File: src/rtl/kbd_scan_fifo_pkg.sv
// Shared types and constants for the PS/2 keyboard front end.
// Combinational definitions only: no latency, no flow control.
package kbd_scan_fifo_pkg;

  typedef struct packed {
    logic       ext;
    logic       brk;
    logic [7:0] code;
  } kbd_event_t;

  typedef enum logic [1:0] {
    ST_IDLE,
    ST_E0,
    ST_F0,
    ST_E0F0
  } pfx_state_t;

  localparam logic [7:0] PS2_PREFIX_EXT = 8'hE0;
  localparam logic [7:0] PS2_PREFIX_BRK = 8'hF0;
  localparam int         KBD_VALID_BIT  = 15;
  localparam int         KBD_OVF_BIT    = 14;

  function automatic logic odd_parity_ok(input logic [7:0] dat, input logic par);
    return ^{dat, par};
  endfunction

endpackage

File: src/rtl/kbd_scan_fifo_ps2_rx.sv
// PS/2 deserialiser: byte_rdy pulses one cycle after the synchronised stop-bit fall; no backpressure.
// KBD_PARITY_CHECK_EN: drop odd-parity failures and pulse par_err instead of byte_rdy.
module kbd_scan_fifo_ps2_rx
  import kbd_scan_fifo_pkg::*;
#(
  parameter int TIMEOUT_CYCLES = 2000
) (
  input  logic       clock,
  input  logic       reset,
  input  logic       ps2_clk,
  input  logic       ps2_data,
  output logic       byte_rdy,
  output logic [7:0] byte_dat,
  output logic       par_err
);

  localparam int TW = $clog2(TIMEOUT_CYCLES + 1);

  logic [2:0]    clk_sync_q, clk_sync_d;
  logic [1:0]    dat_sync_q, dat_sync_d;
  logic [3:0]    cnt_q, cnt_d;
  logic [7:0]    shift_q, shift_d;
  logic [TW-1:0] to_q, to_d;
  logic          byte_rdy_q, byte_rdy_d;
  logic          par_err_q, par_err_d;
`ifdef KBD_PARITY_CHECK_EN
  logic          par_q, par_d;
`endif
  logic          fall;
  logic          din;

  always_comb begin
    clk_sync_d = {clk_sync_q[1:0], ps2_clk};
    dat_sync_d = {dat_sync_q[0], ps2_data};
    fall       = clk_sync_q[2] & ~clk_sync_q[1];
    din        = dat_sync_q[1];
    cnt_d      = cnt_q;
    shift_d    = shift_q;
    to_d       = to_q;
    byte_rdy_d = 1'b0;
    par_err_d  = 1'b0;
`ifdef KBD_PARITY_CHECK_EN
    par_d      = par_q;
`endif
    if (fall) begin
      to_d = '0;
      if (cnt_q == 4'd0) begin
        if (!din) cnt_d = 4'd1;
      end else if (cnt_q <= 4'd8) begin
        shift_d = {din, shift_q[7:1]};
        cnt_d   = cnt_q + 4'd1;
      end else if (cnt_q == 4'd9) begin
`ifdef KBD_PARITY_CHECK_EN
        par_d = din;
`endif
        cnt_d = 4'd10;
      end else begin
        cnt_d = 4'd0;
        if (din) begin
`ifdef KBD_PARITY_CHECK_EN
          if (odd_parity_ok(shift_q, par_q)) byte_rdy_d = 1'b1;
          else                               par_err_d  = 1'b1;
`else
          byte_rdy_d = 1'b1;
`endif
        end
      end
    end else if (cnt_q != 4'd0) begin
      // A stalled partial frame is abandoned so the next start bit resyncs.
      if (to_q == TW'(TIMEOUT_CYCLES)) begin
        cnt_d = 4'd0;
        to_d  = '0;
      end else begin
        to_d = to_q + TW'(1);
      end
    end else begin
      to_d = '0;
    end
  end

  always_ff @(posedge clock or negedge reset) begin
    if (!reset) begin
      clk_sync_q <= 3'b111;
      dat_sync_q <= 2'b11;
      cnt_q      <= '0;
      shift_q    <= '0;
      to_q       <= '0;
      byte_rdy_q <= 1'b0;
      par_err_q  <= 1'b0;
`ifdef KBD_PARITY_CHECK_EN
      par_q      <= 1'b0;
`endif
    end else begin
      clk_sync_q <= clk_sync_d;
      dat_sync_q <= dat_sync_d;
      cnt_q      <= cnt_d;
      shift_q    <= shift_d;
      to_q       <= to_d;
      byte_rdy_q <= byte_rdy_d;
      par_err_q  <= par_err_d;
`ifdef KBD_PARITY_CHECK_EN
      par_q      <= par_d;
`endif
    end
  end

  assign byte_rdy = byte_rdy_q;
  assign byte_dat = shift_q;
  assign par_err  = par_err_q;

endmodule

File: src/rtl/kbd_scan_fifo.sv
// PS/2 key-event FIFO: key_valid two cycles after the stop-bit fall; full FIFO drops pushes and sets ovf.
// KBD_PARITY_CHECK_EN: parity failures also set ovf.
module kbd_scan_fifo
  import kbd_scan_fifo_pkg::*;
#(
  parameter int DEPTH          = 16,
  parameter int TIMEOUT_CYCLES = 2000
) (
  input  logic        clock,
  input  logic        reset,
  input  logic        ps2_clk,
  input  logic        ps2_data,
  input  logic        rd_en,
  input  logic        clr_ovf,
  output logic [15:0] key_data,
  output logic        key_valid,
  output logic        ovf
);

  localparam int AW = $clog2(DEPTH);

  logic       byte_rdy;
  logic [7:0] byte_dat;
  logic       par_err;

  kbd_scan_fifo_ps2_rx #(.TIMEOUT_CYCLES(TIMEOUT_CYCLES)) u_rx (
    .clock    (clock),
    .reset    (reset),
    .ps2_clk  (ps2_clk),
    .ps2_data (ps2_data),
    .byte_rdy (byte_rdy),
    .byte_dat (byte_dat),
    .par_err  (par_err)
  );

  pfx_state_t state_q, state_d;
  logic       push;
  kbd_event_t push_ev;

  always_comb begin
    state_d = state_q;
    push    = 1'b0;
    push_ev = '0;
    if (byte_rdy) begin
      case (state_q)
        ST_IDLE: begin
          if (byte_dat == PS2_PREFIX_EXT)      state_d = ST_E0;
          else if (byte_dat == PS2_PREFIX_BRK) state_d = ST_F0;
          else begin
            push    = 1'b1;
            push_ev = '{ext: 1'b0, brk: 1'b0, code: byte_dat};
          end
        end
        ST_E0: begin
          if (byte_dat == PS2_PREFIX_BRK) state_d = ST_E0F0;
          else if (byte_dat != PS2_PREFIX_EXT) begin
            push    = 1'b1;
            push_ev = '{ext: 1'b1, brk: 1'b0, code: byte_dat};
            state_d = ST_IDLE;
          end
        end
        ST_F0: begin
          push    = 1'b1;
          push_ev = '{ext: 1'b0, brk: 1'b1, code: byte_dat};
          state_d = ST_IDLE;
        end
        default: begin
          push    = 1'b1;
          push_ev = '{ext: 1'b1, brk: 1'b1, code: byte_dat};
          state_d = ST_IDLE;
        end
      endcase
    end
  end

  logic [AW:0] wr_q, wr_d, rd_q, rd_d;
  kbd_event_t  mem_q [DEPTH];
  kbd_event_t  mem_d [DEPTH];
  logic        ovf_q, ovf_d;
  logic        empty, full, pop_ok, push_ok, drop;
  kbd_event_t  head;

  always_comb begin
    empty   = (wr_q == rd_q);
    full    = (wr_q[AW] != rd_q[AW]) && (wr_q[AW-1:0] == rd_q[AW-1:0]);
    pop_ok  = rd_en & ~empty;
    // A same-cycle pop frees the slot, so a push into a full FIFO still lands.
    push_ok = push & (~full | pop_ok);
    drop    = push & full & ~pop_ok;
    mem_d   = mem_q;
    if (push_ok) mem_d[wr_q[AW-1:0]] = push_ev;
    wr_d    = wr_q + (AW+1)'(push_ok);
    rd_d    = rd_q + (AW+1)'(pop_ok);
    if (drop | par_err) ovf_d = 1'b1;
    else if (clr_ovf)   ovf_d = 1'b0;
    else                ovf_d = ovf_q;
    head    = empty ? '0 : mem_q[rd_q[AW-1:0]];
  end

  always_ff @(posedge clock or negedge reset) begin
    if (!reset) begin
      state_q <= ST_IDLE;
      wr_q    <= '0;
      rd_q    <= '0;
      ovf_q   <= 1'b0;
      for (int i = 0; i < DEPTH; i++) mem_q[i] <= '0;
    end else begin
      state_q <= state_d;
      wr_q    <= wr_d;
      rd_q    <= rd_d;
      ovf_q   <= ovf_d;
      mem_q   <= mem_d;
    end
  end

  always_comb begin
    key_data                = '0;
    key_data[KBD_VALID_BIT] = ~empty;
    key_data[KBD_OVF_BIT]   = ovf_q;
    key_data[9:0]           = head;
  end

  assign key_valid = ~empty;
  assign ovf       = ovf_q;

endmodule

File: config.mk
export PLATFORM = sky130hd
export DESIGN_NAME = kbd_scan_fifo
export DESIGN_NICKNAME = d
export VERILOG_FILES = /design/src/rtl/kbd_scan_fifo_pkg.sv /design/src/rtl/kbd_scan_fifo_ps2_rx.sv /design/src/rtl/kbd_scan_fifo.sv
export SDC_FILE = /design/constraint.sdc
export NUM_CORES = 1
export LEC_CHECK = 0
export ABC_AREA = 0
export CAP_MARGIN = 5
export CELL_PAD_IN_SITES_DETAIL_PLACEMENT = 2
export CELL_PAD_IN_SITES_GLOBAL_PLACEMENT = 2
export CORE_MARGIN = 1
export CORE_UTILIZATION = 50
export CTS_CLUSTER_SIZE = 12
export DETAILED_ROUTE_END_ITERATION = 6
export PLACE_DENSITY = 0.86
export SLEW_MARGIN = 20
export SYNTH_ARGS = -nofsm -noshare
export SYNTH_HDL_FRONTEND = slang
export SYNTH_SLANG_ARGS = --single-unit
File: constraint.sdc
create_clock -name clock -period 5.9 [get_ports clock]
set_clock_uncertainty 0.05 [all_clocks]
set_input_delay 0.59 -clock clock [delete_from_list [all_inputs] [get_ports clock]]
set_output_delay 0.59 -clock clock [all_outputs]
set_load 0.05 [all_outputs]
# Yosys cells after proc, flatten, opt, wreduce, memory -nomap -nowiden
# Index checks and enable logic that the tools add are counted.
# classes
eq_ne	13
reduce_logical	11
bitwise	13
n_lt_le_gt_ge	4
add_sub_neg	4
mux	41
# ops
op	n
bitwise mux 160 bit	1
2-to-1 mux 10 bit	7
binary-select mux 10 bit (select 4 bit)	1
demux 10 bit (select 4 bit)	1
2-to-1 mux 11 bit	3
case mux 10 bit (3 select lines)	1
2-to-1 mux 4 bit	7
equality test 8 bit (second input constant)	2
2-to-1 mux 8 bit	2
2-to-1 mux 1 bit	12
adder 11 x 1 -> 11 bit (second input constant)	1
equality test 11 bit (second input constant)	1
adder 5 x 1 -> 5 bit	2
>= comparator 5 bit (second input constant)	2
inverter 4 -> 5 bit	2
inequality test 3 bit (second input constant)	3
AND reduction 3 bit	3
2-to-1 mux 2 bit	4
inequality test 8 bit (second input constant)	1
nonzero test 2 bit	3
AND 1 bit	5
equality test 5 bit	1
< comparator 5 x 1 -> 1 bit (second input constant)	1
inverter 1 bit	5
other kinds (14)	15
# totals
inputBits	6
regBits	202
wordCells	144

# Depth between registers and ports, before layout
# logic_depth
ltp_word	8
ltp_mapped	11

# Hierarchy
# Synthesis repeated with hierarchy kept, for this count alone.
# unflattened
hier_cells	639
hier_area_um2	9704.3
# by_module_without_submodules
mod	area_per_inst_um2	cells_each	n_inst
kbd_scan_fifo	8293.0	521	1
kbd_scan_fifo_ps2_rx	1411.4	118	1

# Least setup slack after synthesis
# No wires, ideal clock.
# synth_timing
path_type	register -> output
start	reg rd_q[1]
end	out key_data[15]
arrival_time_ns	2.427
required_ns	5.260
setup_slack_ns	2.833
stages_incl_launch_ff	10
path_cell_list	dfrtp_1 buf_2 xor2_1 nor4_1 buf_6 buf_6 and2_1 clkbuf_1 inv_1 buf_4
# synth_via
elab_chain_cells	2
# synth_rtl
element	line_no	text
start: declaration	kbd_scan_fifo.sv:76	logic [AW:0] wr_q, wr_d, rd_q, rd_d;
start signal: assignment	kbd_scan_fifo.sv:110	rd_q <= rd_d;
equality test 5 bit	kbd_scan_fifo.sv:84	empty = (wr_q == rd_q);
inverter 1 bit	--	
end: declaration	kbd_scan_fifo.sv:15	output logic [15:0] key_data,
# Every way passes these cells.

# Worst setup path in the final report
# layout_timing
start	reg rd_q[0]
end	out key_data[1]
# layout_via
elab_chain_cells	5
# layout_rtl
element	line_no	text
inverter 4 -> 5 bit (implied by the code)	kbd_scan_fifo.sv:97	head = empty ? '0 : mem_q[rd_q[AW-1:0]];
binary-select mux 10 bit (select 4 bit)	kbd_scan_fifo.sv:97	
2-to-1 mux 10 bit (implied by the code) (2 in series)	kbd_scan_fifo.sv:97	
2-to-1 mux 10 bit (*)	kbd_scan_fifo.sv:97	
# Every way passes the cells marked *; elsewhere a longest branch is shown, timed or not. The select of a mux whose other input is x is not followed.

==> flow_summary.yaml <==
floorplan:
  num_rows: 50
  dieArea_mm2: 0.01975
  die_w_um: 140.5
  coreArea_mm2: 0.01877
  die_y_um: 140.5
  ios: 24
  initial_utilization: 0.5113
route:
  ant_nets: 0
  firstDrtPassIters: 4
  route.detailed.drc: 0
  vias_per_cell: 6.297
  wl_mm: 27.87
  first_iter_violations: 235
  vias: 5636
  routedWlPerCell_um: 31.14
sta:
  period_share: 0.7462
  final.setup.tns_ps: 0
  fin_ws_ps: 1498
  tightest_slew_ps: 1198
  max_freq_mhz: 227.1
  setup_viol: 0
  finalMaxSlewViolations: 0
  slew_headroom: 0.2014
  fin_crit_ps: 4402
  hold_viol: 0
  rsz0062_at_grt: "no"
finish:
  layout_common_cells: "dfrtp_1, mux2_2, mux4_2"
  fill_cells: 1616
  ff_latch_area_mm2: 0.005064
  multi_input_area_mm2: 0.004279
  diodes: 0
  stdcell_count: 895
  utilization: 0.5727
  synthToLayoutAreaGrowth_pct: 12.01
  final_nets: 662
  final_layout_size_suffix_gt1_frac: 0.4297
  final_common_cell: "dfrtp_1"
clock_tree:
  cts-root-buf: "clkbuf_16"
  cts_setup_buffers: 0
  cts_tree: "built"
  cts-buffers-inserted: 23
  clock_latency_ps: 520
  cts_sinks: 202
  cts_max_path_buffers: 3
  htree_levels: 1
  clkSlewWorstSetupHoldPaths_ps: 60
setup_path:
  crit_path_start_kind: "flip-flop"
  crit_chain: "buf_4 > mux4_2 > a22oi_1 > a21oi_1 > clkdlybuf4s50_1"
  critPathArrivalTime_ps: 3760
  rr_worst_depth: 5
  crit_buf_inv: 2
  worst_ep_required_time_ps: 5260
  worstPathMaxFanout: 22
  critPathKind: "reg2out"
  crit_path_end_kind: "output port"
  cp.depth: 5
  cp_slowest_stage_delay_ps: 860
  critical-path-top-delay-family: "buffers and inverters"
  critical_path.slowest_cell: "dfrtp_2"
logic_synthesis:
  yosysSeqAreaShare: 0.5274
  synth_edf_count: 0
  ys.flop_type: "dfrtp_1"
  synthArstFlopShare: 1.000
  syn_inst: 636
  synth_cell_type_count: 47
  synth.avg_cell_area_um2: 15.09
  ys.warnings.count: 0
  syn_area_mm2: 0.009595
  synth-seq-cells: 202
grt:
  antenna_found_initial: 0
  gr-total-overflow: 0
  grt_start_max_net_pins: 143
  grt_pass1_vias: 6626
  grt_use_total: 0.2979
  grt_pass1_wl_mm: 42.82
placement:
  dp_cells: 850
  finalWeightedCongestion: 0.7960
  io_buffers: 19
  dp_slack_ps: 2008
  dpl.hpwl_mm: 16.58
run:
  cap_violations: 0
hold_path:
  hold_depth: 0
  min_path_type: "reg2reg"
pwr:
  vdd_drop_max_mv: 0.2592
  leakage_nw: 4.792
  powerDensity_mw_per_mm2: 359.8
status:
  status: "completed"
## Yosys cell counts (2+ instances only)
master	instances	area, um2
clkbuf_2	2	10.01
nor3_1	3	15.01
buf_1	7	26.28
nand2_1	11	41.29
xnor2_1	10	87.58
o21ai_0	3	15.01
or2_2	2	12.51
o32ai_1	2	17.52
ha_1	9	112.6
inv_1	11	41.29
nor2b_1	4	25.02
clkbuf_1	19	71.32
buf_4	6	45.04
buf_2	8	40.04
o22ai_1	2	12.51
nand3_1	7	35.03
nand2b_1	8	50.05
nor2_2	2	12.51
mux2_2	167	1881
dfstp_2	5	131.4
xor2_1	11	96.34
and2_1	3	18.77
a2111oi_4	16	440.4
nor2_1	18	67.56
a21oi_1	12	60.06
buf_6	5	56.30
or4b_2	2	20.02
and2_0	5	31.28
dfrtp_1	197	4930
nand4_1	3	18.77
mux4_2	40	900.9
a31oi_1	2	12.51
a22oi_1	20	150.1
## routing by layer
layer | track usage | share of wire
met5 | 0 | 0
met3 | 0.03726 | 0.031
met2 | 0.5384 | 0.53
met1 | 0.3687 | 0.41
met4 | 0.1047 | 0.031
## metrics by stage
step	hold slack [ps]	power, mW	cell area (um2)
floorplan	244.4	2.195	9607
global placement	296.7	2.364	9896
detailed placement	298.4	2.439	9923
CTS	295.5	3.890	10660
global route	310.4	4.006	10750
finish	308.7	3.867	10750
## flip-flops by register name, indices dropped and copies added, names as in the netlist, 2 cells and up
register / count
mem_q: 160
u_rx.to_q: 11
u_rx.byte_dat: 8
rd_q: 5
wr_q: 5
u_rx.cnt_q: 4
u_rx.clk_sync_q: 3
state_q: 2
u_rx.dat_sync_q: 2
## final cells by class
| type | instances | area share |
|---|---|---|
| Tap cell | 234 | 0.02724 |
| Clock buffer | 33 | 0.06077 |
| Sequential cell | 202 | 0.4711 |
| Multi-Input combinational cell | 379 | 0.3981 |
| Timing Repair Buffer | 30 | 0.03085 |
| Clock inverter | 6 | 0.008033 |
| Inverter | 11 | 0.003842 |
## cell families after synthesis
family,after synthesis,share of synthesized area
compound gates,63,0.07863
mux,208,0.2909
simple gates,73,0.04042
buf+inv,58,0.03025
flops,202,0.5274
fa+ha+maj,10,0.01278
xor+xnor,21,0.01917
other cells,1,0.0003908
## power by group
group          switching (mW)  total [mW]  internal, mW
registers               0.227        1.69          1.46
logic                   0.467       0.741         0.274
clock network           0.585        1.44         0.853
## timing repair
action / CTS / global route
resized for setup: 0 / 0
endpoints found under the hold margin: 0 / 41
hold buffers: 0 / 1
## final timing paths
| kind | slack (ps) | endpoint | from |
|---|---|---|---|
| worst max-delay path | 1500 | key_data[1] | rd_q[0]$_DFF_PN0_ |
| max in group asynchronous | 3630 | mem_q[72]$_DFFE_PN0P_ | reset |
| min in group asynchronous | 510 | wr_q[4]$_DFF_PN0_ | reset |
| worst min register to register | 310 | u_rx.clk_sync_q[1]$_DFF_PN1_ | u_rx.clk_sync_q[0]$_DFF_PN1_ |
| worst max register to register | 2730 | mem_q[110]$_DFFE_PN0P_ | rd_q[0]$_DFF_PN0_ |
| worst min-delay path | 310 | u_rx.clk_sync_q[1]$_DFF_PN1_ | u_rx.clk_sync_q[0]$_DFF_PN1_ |
## worst reg2reg max path: cells and delay by family (launching register included)
family | cells | cell delay (ps)
buf+inv | 1 | 280
mux | 1 | 460
simple gates | 1 | 80
flops | 1 | 860
xor+xnor | 1 | 240
compound gates | 1 | 1070
Note: power is estimated with default switching activity, not from simulation.
